<file path="src/rtl/rf_access_ctrl_if.sv">
// rf_access_ctrl_if: request/response bundle between the execute/write-back
// logic (master) and the register-file sequencer (slave).
//   wr_*  : write-back request (valid/ready), register index and value
//   rd_*  : dual-read request (valid/ready), two register indices
//   rsp_* : one-cycle read response pulse with both read results
interface rf_access_ctrl_if #(
    parameter int unsigned AW = 5,
    parameter int unsigned DW = 32
);
    logic          wr_valid;
    logic          wr_ready;
    logic [AW-1:0] wr_addr;
    logic [DW-1:0] wr_data;
    logic          rd_valid;
    logic          rd_ready;
    logic [AW-1:0] rd_addr1;
    logic [AW-1:0] rd_addr2;
    logic          rsp_valid;
    logic [DW-1:0] rsp_data1;
    logic [DW-1:0] rsp_data2;

    modport master (
        output wr_valid, wr_addr, wr_data, rd_valid, rd_addr1, rd_addr2,
        input  wr_ready, rd_ready, rsp_valid, rsp_data1, rsp_data2
    );

    modport slave (
        input  wr_valid, wr_addr, wr_data, rd_valid, rd_addr1, rd_addr2,
        output wr_ready, rd_ready, rsp_valid, rsp_data1, rsp_data2
    );
endinterface

</file>
<file path="src/rtl/rf_access_ctrl.sv">
// rf_access_ctrl: front-end sequencer for a register file that performs either
// one dual read (rf_rw_en=1) or one write (rf_rw_en=0) every cycle.
// Write-back requests are queued in a small FIFO and drained into the RF on
// cycles not used by reads; reads are answered one cycle after acceptance,
// forwarding from writes still sitting in the FIFO.
//
// Ports:
//   clk, rst_n   : clock (rising edge), asynchronous active-low reset
//   bus          : rf_access_ctrl_if.slave (write req, read req, read response)
//   rf_rw_en     : RF ReadWriteEn, 1=read, 0=write
//   rf_rd_addr1/2: RF read addresses
//   rf_wr_addr/data: RF write port, always the FIFO head (0 when empty)
//   rf_rd_data1/2: RF read data, registered inside the RF
//   pending      : FIFO occupancy
//
// Optional feature: define RF_ACCESS_ZERO_REG_EN to hardwire register 0 to
// zero (writes to 0 are accepted and dropped, reads of 0 return 0).
module rf_access_ctrl #(
    parameter int unsigned AW    = 5,
    parameter int unsigned DW    = 32,
    parameter int unsigned DEPTH = 4
) (
    input  logic                     clk,
    input  logic                     rst_n,
    rf_access_ctrl_if.slave          bus,
    output logic                     rf_rw_en,
    output logic [AW-1:0]            rf_rd_addr1,
    output logic [AW-1:0]            rf_rd_addr2,
    output logic [AW-1:0]            rf_wr_addr,
    output logic [DW-1:0]            rf_wr_data,
    input  logic [DW-1:0]            rf_rd_data1,
    input  logic [DW-1:0]            rf_rd_data2,
    output logic [$clog2(DEPTH):0]   pending
);
    localparam int unsigned PW = $clog2(DEPTH);
    localparam int unsigned CW = PW + 1;

    typedef struct packed {
        logic [AW-1:0] addr;
        logic [DW-1:0] data;
    } entry_t;

    typedef enum logic [1:0] {ArbIdle, ArbRead, ArbDrain} arb_e;

    entry_t        mem_q [DEPTH];
    logic [PW-1:0] head_q, tail_q;
    logic [CW-1:0] count_q, count_d;

    logic          full, empty;
    arb_e          arb;
    logic          push, pop, rd_accept;

    logic          hit1, hit2;
    logic [DW-1:0] fwd1, fwd2;

    logic          rsp_valid_q;
    logic          hit1_q, hit2_q;
    logic [DW-1:0] fwd1_q, fwd2_q;
    logic [DW-1:0] hold1_q, hold2_q;
    logic [DW-1:0] rsp1, rsp2;

    assign full  = (count_q == CW'(DEPTH));
    assign empty = (count_q == '0);

    // Arbitration on registered occupancy: a full FIFO must drain before any
    // read, otherwise reads have priority over draining.
    always_comb begin
        arb = ArbIdle;
        if (full) begin
            arb = ArbDrain;
        end else if (bus.rd_valid) begin
            arb = ArbRead;
        end else if (!empty) begin
            arb = ArbDrain;
        end
    end

    assign pop       = (arb == ArbDrain);
    assign rd_accept = (arb == ArbRead);

    assign bus.wr_ready = !full;
    assign bus.rd_ready = !full;

`ifdef RF_ACCESS_ZERO_REG_EN
    // Writes to register 0 are acknowledged but dropped.
    assign push = bus.wr_valid && !full && (bus.wr_addr != '0);
`else
    assign push = bus.wr_valid && !full;
`endif

    // RF side: only a drain cycle may ever write.
    assign rf_rw_en    = (arb != ArbDrain);
    assign rf_rd_addr1 = bus.rd_addr1;
    assign rf_rd_addr2 = bus.rd_addr2;
    assign rf_wr_addr  = empty ? '0 : mem_q[head_q].addr;
    assign rf_wr_data  = empty ? '0 : mem_q[head_q].data;
    assign pending     = count_q;

    always_comb begin
        count_d = count_q;
        unique case ({push, pop})
            2'b10:   count_d = count_q + CW'(1);
            2'b01:   count_d = count_q - CW'(1);
            default: count_d = count_q;
        endcase
    end

    // Forwarding: walk entries oldest to newest so the newest match wins.
    // Writes arriving this cycle are not yet in mem_q, so they are ordered
    // after a read accepted in the same cycle.
    always_comb begin : p_fwd
        logic [PW-1:0] idx;
        idx  = '0;
        hit1 = 1'b0;
        hit2 = 1'b0;
        fwd1 = '0;
        fwd2 = '0;
        for (int k = 0; k < int'(DEPTH); k++) begin
            idx = head_q + PW'(k);
            if (k < int'(count_q)) begin
                if (mem_q[idx].addr == bus.rd_addr1) begin
                    hit1 = 1'b1;
                    fwd1 = mem_q[idx].data;
                end
                if (mem_q[idx].addr == bus.rd_addr2) begin
                    hit2 = 1'b1;
                    fwd2 = mem_q[idx].data;
                end
            end
        end
`ifdef RF_ACCESS_ZERO_REG_EN
        if (bus.rd_addr1 == '0) begin
            hit1 = 1'b1;
            fwd1 = '0;
        end
        if (bus.rd_addr2 == '0) begin
            hit2 = 1'b1;
            fwd2 = '0;
        end
`endif
    end

    always_ff @(posedge clk or negedge rst_n) begin
        if (!rst_n) begin
            head_q  <= '0;
            tail_q  <= '0;
            count_q <= '0;
        end else begin
            if (push) begin
                tail_q <= tail_q + PW'(1);
            end
            if (pop) begin
                head_q <= head_q + PW'(1);
            end
            count_q <= count_d;
        end
    end

    // Storage is qualified by count_q, so it needs no reset.
    always_ff @(posedge clk) begin
        if (push) begin
            mem_q[tail_q] <= '{addr: bus.wr_addr, data: bus.wr_data};
        end
    end

    // Forwarded data is captured at accept; misses take the RF output, which
    // appears one cycle after the address was presented.
    assign rsp1 = rsp_valid_q ? (hit1_q ? fwd1_q : rf_rd_data1) : hold1_q;
    assign rsp2 = rsp_valid_q ? (hit2_q ? fwd2_q : rf_rd_data2) : hold2_q;

    always_ff @(posedge clk or negedge rst_n) begin
        if (!rst_n) begin
            rsp_valid_q <= 1'b0;
            hit1_q      <= 1'b0;
            hit2_q      <= 1'b0;
            fwd1_q      <= '0;
            fwd2_q      <= '0;
            hold1_q     <= '0;
            hold2_q     <= '0;
        end else begin
            rsp_valid_q <= rd_accept;
            if (rd_accept) begin
                hit1_q <= hit1;
                hit2_q <= hit2;
                fwd1_q <= fwd1;
                fwd2_q <= fwd2;
            end
            if (rsp_valid_q) begin
                hold1_q <= rsp1;
                hold2_q <= rsp2;
            end
        end
    end

    assign bus.rsp_valid = rsp_valid_q;
    assign bus.rsp_data1 = rsp1;
    assign bus.rsp_data2 = rsp2;

endmodule

</file>
<file path="src/flat_wrapper.sv">
// flat-port wrapper written by rule: the top's interface ports become plain ports
module rf_access_ctrl_flat 
#(
    parameter int unsigned AW    = 5,
    parameter int unsigned DW    = 32,
    parameter int unsigned DEPTH = 4
)
  (clk, rst_n, rf_rw_en, rf_rd_addr1, rf_rd_addr2, rf_wr_addr, rf_wr_data, rf_rd_data1, rf_rd_data2, pending, bus_wr_valid, bus_wr_addr, bus_wr_data, bus_rd_valid, bus_rd_addr1, bus_rd_addr2, bus_wr_ready, bus_rd_ready, bus_rsp_valid, bus_rsp_data1, bus_rsp_data2);
  rf_access_ctrl_if #(.AW(AW), .DW(DW)) bus_i ();
  input  logic clk;
  input  logic rst_n;
  output logic rf_rw_en;
  output logic [AW-1:0] rf_rd_addr1;
  output logic [AW-1:0] rf_rd_addr2;
  output logic [AW-1:0] rf_wr_addr;
  output logic [DW-1:0] rf_wr_data;
  input  logic [DW-1:0] rf_rd_data1;
  input  logic [DW-1:0] rf_rd_data2;
  output logic [$clog2(DEPTH):0] pending;
  input wire logic [$bits(bus_i.wr_valid)-1:0] bus_wr_valid;
  input wire logic [$bits(bus_i.wr_addr)-1:0] bus_wr_addr;
  input wire logic [$bits(bus_i.wr_data)-1:0] bus_wr_data;
  input wire logic [$bits(bus_i.rd_valid)-1:0] bus_rd_valid;
  input wire logic [$bits(bus_i.rd_addr1)-1:0] bus_rd_addr1;
  input wire logic [$bits(bus_i.rd_addr2)-1:0] bus_rd_addr2;
  output wire logic [$bits(bus_i.wr_ready)-1:0] bus_wr_ready;
  output wire logic [$bits(bus_i.rd_ready)-1:0] bus_rd_ready;
  output wire logic [$bits(bus_i.rsp_valid)-1:0] bus_rsp_valid;
  output wire logic [$bits(bus_i.rsp_data1)-1:0] bus_rsp_data1;
  output wire logic [$bits(bus_i.rsp_data2)-1:0] bus_rsp_data2;
  assign bus_i.wr_valid = bus_wr_valid;
  assign bus_i.wr_addr = bus_wr_addr;
  assign bus_i.wr_data = bus_wr_data;
  assign bus_i.rd_valid = bus_rd_valid;
  assign bus_i.rd_addr1 = bus_rd_addr1;
  assign bus_i.rd_addr2 = bus_rd_addr2;
  assign bus_wr_ready = bus_i.wr_ready;
  assign bus_rd_ready = bus_i.rd_ready;
  assign bus_rsp_valid = bus_i.rsp_valid;
  assign bus_rsp_data1 = bus_i.rsp_data1;
  assign bus_rsp_data2 = bus_i.rsp_data2;
  rf_access_ctrl #(.AW(AW), .DW(DW), .DEPTH(DEPTH)) u_core (.clk(clk), .rst_n(rst_n), .bus(bus_i), .rf_rw_en(rf_rw_en), .rf_rd_addr1(rf_rd_addr1), .rf_rd_addr2(rf_rd_addr2), .rf_wr_addr(rf_wr_addr), .rf_wr_data(rf_wr_data), .rf_rd_data1(rf_rd_data1), .rf_rd_data2(rf_rd_data2), .pending(pending));
endmodule
</file>
<file path="config.mk">
export PLATFORM = sky130hd
export DESIGN_NAME = rf_access_ctrl_flat
export DESIGN_NICKNAME = d
export VERILOG_FILES = /design/src/rtl/rf_access_ctrl_if.sv /design/src/rtl/rf_access_ctrl.sv /design/src/flat_wrapper.sv
export SDC_FILE = /design/constraint.sdc
export NUM_CORES = 1
export LEC_CHECK = 0
export ABC_CLOCK_PERIOD_IN_PS = 6950
export CORE_MARGIN = 5
export CORE_UTILIZATION = 46
export DETAILED_ROUTE_END_ITERATION = 10
export PLACE_DENSITY = 0.65
export SYNTH_ARGS = -nofsm -noshare
export SYNTH_HDL_FRONTEND = slang
export SYNTH_SLANG_ARGS = --single-unit
</file>
<file path="constraint.sdc">
create_clock -name clk -period 6.95 [get_ports clk]
set_input_delay 1.39 -clock clk [delete_from_list [all_inputs] [get_ports clk]]
set_output_delay 1.39 -clock clk [all_outputs]
set_load 0.03 [all_outputs]
</file>
**Word level (Yosys, flattened, before mapping)**

Memories as Yosys holds them, arrays and structs flattened.
Cells that the tools add are included.

- Latch bits: 0
- Logic and storage cells: 83
- Output and inout port bits: 118
- ROM bits: 0
- Memory bits (writable): 148
- Register bits: 138
- Memories kept: 1

- Bitwise logic cells: 0
- Reduce and logical (&&, ||, !) cells: 4
- $add $sub $neg: 6
- Equality and inequality tests: 14
- Shift-type cells: 0
- Div/mod/pow operators: 0
- Mux-type cells: 44
- Order comparisons: 4
- $mul: 0

Memory list:

| name | depth | width | read ports | clocked after memory_dff | wr ports | line | source |
|---|---|---|---|---|---|---|---|
| u_core.mem_q | 4 | 37 | 4 | 0 | 1 | rf_access_ctrl.sv:45 | `entry_t mem_q [DEPTH];` |

Operators with widths:

| operator | number |
|---|---|
| 32-bit two-way mux | 21 |
| 5-bit == test | 8 |
| 1-bit two-way mux | 18 |
| 1-bit by 3-bit < comparator with 1-bit output (first input constant) | 2 |
| 2-bit by 3-bit < comparator with 1-bit output (first input constant) | 2 |
| 2-bit two-way mux | 3 |
| 3-bit one-hot mux with 2 select lines | 1 |
| 5-bit two-way mux | 1 |
| 2-bit by 1-bit adder with 2-bit output (second input constant) | 2 |
| 2-bit adder (second input constant) | 2 |
| 2-bit by 1-bit == test with 1-bit output (second input constant) | 2 |
| 2-bit == test (second input constant) | 2 |
| 3-bit by 1-bit adder with 3-bit output (second input constant) | 1 |
| 3-bit == test (second input constant) | 1 |
| 3-bit zero test | 1 |
| 3-bit by 1-bit subtractor with 3-bit output (second input constant) | 1 |
| 2-bit inequality test (second input constant) | 1 |
| 2-bit nonzero test | 1 |
| 1-bit logical AND | 1 |
| 1-bit zero test | 1 |

**Longest topological paths before layout**

An unclocked memory read counts as a cell.

- Word-level depth: 10
- Mapped depth: 11
- Gate-level depth less buffers: 9

**Worst setup path after synthesis**

No wires, ideal clock.

- Path kind: register to output
- Start: reg u_core.head_q[0]
- End: out rf_wr_data[12]
- Required time: 5.560 ns
- Arrival: 2.272 ns
- Stages on the path, launching flop included: 10
- Path slack: 3.288 ns
- Buffers on the path: 7
- Path through: dfrtp_1 buf_6 buf_8 buf_6 buf_4 buf_2 buf_4 buf_2 mux4_2 nor2b_1

- Word-level cells in the longest chain between the ends: 2

RTL lines:

| item | line | source |
|---|---|---|
| start, declared | rf_access_ctrl.sv:46 | `logic [PW-1:0] head_q, tail_q;` |
| start signal, assigned | rf_access_ctrl.sv:153 | `head_q <= head_q + PW'(1);` |
| memory 4 x 37 bit | -- |  |
| 32-bit two-way mux | rf_access_ctrl.sv:96 | `assign rf_wr_data = empty ? '0 : mem_q[head_q].data;` |
| end, declared | flat_wrapper.sv:16 | `output logic [DW-1:0] rf_wr_data;` |

No other way between the ends.

**Worst setup path in the final report**

- Start: reg u_core.head_q[1]
- End: out rf_wr_data[26]

The elaborated chain is that of the path after synthesis.

==> flow_metrics.tcl <==
set metrics [dict create \
    ys_ff_latch 286 \
    htreeDepth 2 \
    fp.dieH_um 205 \
    holdBufCountCts 0 \
    most-common-layout-cells "231 x clkdlybuf4s50_1, 148 x edfxtp_1, 146 x mux4_2" \
    rsz0062_at_grt "no" \
    stdcell_count 2090 \
    numClockSinks 286 \
    r2r_cells 8 \
    crit_buf_inv 2 \
    io_pins 233 \
    synth-adder-area-share_pct 0.646 \
    fin_crit_ns 4.87 \
    initial_core_util_pct 46.4 \
    slew_violations 0 \
    r2r_end "u_core.fwd1_q[15]" \
    worst_ep_arrival_time_ns 3.48 \
    fin_crit_sh_pct 70.1 \
    post-cts-setup-buffers 0 \
    dieArea_um2 41900 \
    insertion_delay_ns 0.53 \
    num_rows 71 \
    synth_area_um2 17400 \
    cp_slowest_cell "dfrtp_4" \
    gp_congestion 0.838 \
    seq_area_frac_synth_pct 45.3 \
    grt_use_total_pct 24.3 \
    yosysWarnings 0 \
    synth-simple-area-share_pct 9.12 \
    worstHoldStart "u_core.fwd2_q[11]" \
    finalWirelength_um 51300 \
    powerDensity_nw_per_um2 498 \
    ys_top_cells_by_area "edfxtp_1 25%, dfrtp_1 20%, mux4_2 19%" \
    setup_viol 0 \
    max_stage_delay_ns 1.01 \
    clock_path_buffers 3 \
    synth_xor_area_share_pct 2.11 \
    synth-async-reset-ratio_pct 48.3 \
    maxSlewHeadroom_pct 19.0 \
    netlist.area_leader.share_pct 25.5 \
    end_kind "output pin" \
    cp.required_ns 5.56 \
    cts-buffers-inserted 34 \
    drt-vias-per-instance 6.31 \
    min_path_type "flop to flop" \
    power_mw 10.5 \
    muxShareOfSynthArea_pct 24.1 \
    grt_max_degree 92 \
    fin_area_um2 21000 \
    cts_tree "built" \
    final_common_cell "clkdlybuf4s50_1" \
    dp.cells 2028 \
    hold_end "u_core.fwd2_q[11]" \
    status "completed" \
    area_delta_synth_final_pct 20.7 \
    clock_skew_ns 0.0194 \
    synth.avg_cell_area_um2 12.4 \
    synth_edf_count 148 \
    ff2ff_setup_slack_ns 2.80 \
    die_w_um 205 \
    synth_ff_type "edfxtp_1" \
    portBuffers 232 \
    path_cells "buf_12 -> mux4_2 -> nor2b_1 -> clkdlybuf4s50_1" \
    antenna_found_initial 0 \
    fmax_mhz 205 \
    wire_per_inst_um 24.5 \
    power_leakage_nw 7.53 \
    ant_nets 0 \
    clk_pin_slew_ns 0.06 \
    vias 13200 \
    finalHoldViolCount 0 \
    ir_drop_v 0.000282 \
    root_buffer "clkbuf_16" \
    placed_area_um2 19900 \
    syn-num-nets 1534 \
    drive_above_1_share_pct 16.5 \
    place_ws_ns 2.50 \
    finish.utilization_pct 56.0 \
    synth.distinct_cells 55 \
    cp-start-kind "flop" \
    hold_ws_ns 0.499 \
    cp_max_fo 79 \
    drt-initial-drc-count 1228 \
    cts_resized 0 \
    synth_top_family_by_area "multiplexers" \
    grt_pass1_vias 13100 \
    synth_compound_area_share_pct 14.2 \
    grt_pass1_wl_um 78700 \
    remaining_drc_errors 0 \
    postSynthCellCount 1410 \
    tightest_slew_ns 1.21 \
    core_um2 37600 \
    hpwlAfterDp_um 33700 \
    finalSetupTns_ns 0 \
    drv_cap 0 \
    worstReg2RegStart "u_core.head_q[1]" \
    worstSetupPathType "flop to output pin" \
    path_delay_family "buffers and inverters" \
    overflow 0 \
    synth_top_area_cell "edfxtp_1" \
    hold_depth 2 \
    fill_cells 3120 \
    first_pass_iters 6 \
    finalNetCount 1677 \
    setup_ws_ns 2.08 \
]
## worst max-delay path by stage
stage,end,slack (ns),depth (start not counted),start
2_1_floorplan,rf_wr_data[12],3.29,9,u_core.head_q[0]
3_3_place_gp,u_core.fwd2_q[14],2.58,9,bus_rd_addr2[2]
3_5_place_dp,u_core.fwd2_q[14],2.50,9,bus_rd_addr2[2]
4_1_cts,rf_wr_data[26],2.04,4,u_core.head_q[1]
5_1_grt,rf_wr_data[26],1.89,4,u_core.head_q[1]
6_report,rf_wr_data[26],2.08,4,u_core.head_q[1]
## per-layer routing
| metal | up-vias | share of wire (%) | global-route usage (%) | wire [um] |
|---|---|---|---|---|
| li1 | 5871 | - | - | - |
| met1 | 6569 | 42 | 34.5 | 21800 |
| met2 | 649 | 45 | 37.1 | 23300 |
| met3 | 92 | 9.8 | 6.25 | 5020 |
| met4 | 0 | 2.4 | 7.27 | 1220 |
| met5 | - | 0 | 0 | 0 |
## worst register-to-register path, cell delays in order (launching register included)
cell	delay [ns]
dfrtp_4	1.01
buf_4	0.48
mux4_2	0.45
xnor2_1	0.22
o2111ai_1	0.31
a211oi_4	0.75
buf_4	0.40
a221oi_1	0.13
o31ai_1	0.31
## cells by family (layout without fill, tap and decap cells)
logic type               count (synthesis)  in the layout
AO/OA/AOI/OAI                          352            352
AND/OR/NAND/NOR                        323            323
buffers and inverters                  161            329
adder cells (fa/ha/maj)                  9              9
flip-flops                             286            286
multiplexers                           237            237
XOR/XNOR                                42             42
other                                    0              1
## where the power goes
group | total (mW) | internal [mW] | leakage [nW] | switching [mW]
Clock | 1.77 | 1.07 | 0.558 | 0.699
Sequential | 3.02 | 2.37 | 3.09 | 0.657
Combinational | 5.69 | 2.54 | 3.88 | 3.15
Total | 10.5 | 5.98 | 7.53 | 4.51
## cell usage after synthesis (7+ instances only)
cell,number
xnor2_1,33
a2bb2oi_1,32
nand3_1,7
a221oi_1,30
and4_1,33
nand2_1,74
clkbuf_1,82
o31a_1,31
mux4_2,146
dfrtp_1,138
buf_4,28
mux2i_1,86
xor2_1,9
a311oi_1,32
buf_2,33
nor2_1,136
o31ai_1,62
a21oi_1,130
nor2b_1,39
inv_1,9
edfxtp_1,148
ha_1,9
## state kept, by name, summed over array words and instances, names as in the netlist, 2 cells and up
| signal | count |
|---|---|
| u_core.fwd1_q | 32 |
| u_core.mem_q | 148 |
| u_core.hold2_q | 32 |
| u_core.pending | 3 |
| u_core.tail_q | 2 |
| u_core.fwd2_q | 32 |
| u_core.head_q | 2 |
| u_core.hold1_q | 32 |
## final cells by class
type                    count  area (um2)  area share [%]
multi-input cells         963        8790            41.8
flip-flops and latches    286        7910            37.6
well taps                 511         639            3.04
diodes                      1        2.50          0.0119
clock inverters            13         118           0.559
clock buffers              48         995            4.73
repair buffers            258        2540            12.1
inverters                  10        37.5           0.178
Note: power is estimated with default switching activity, not from simulation.
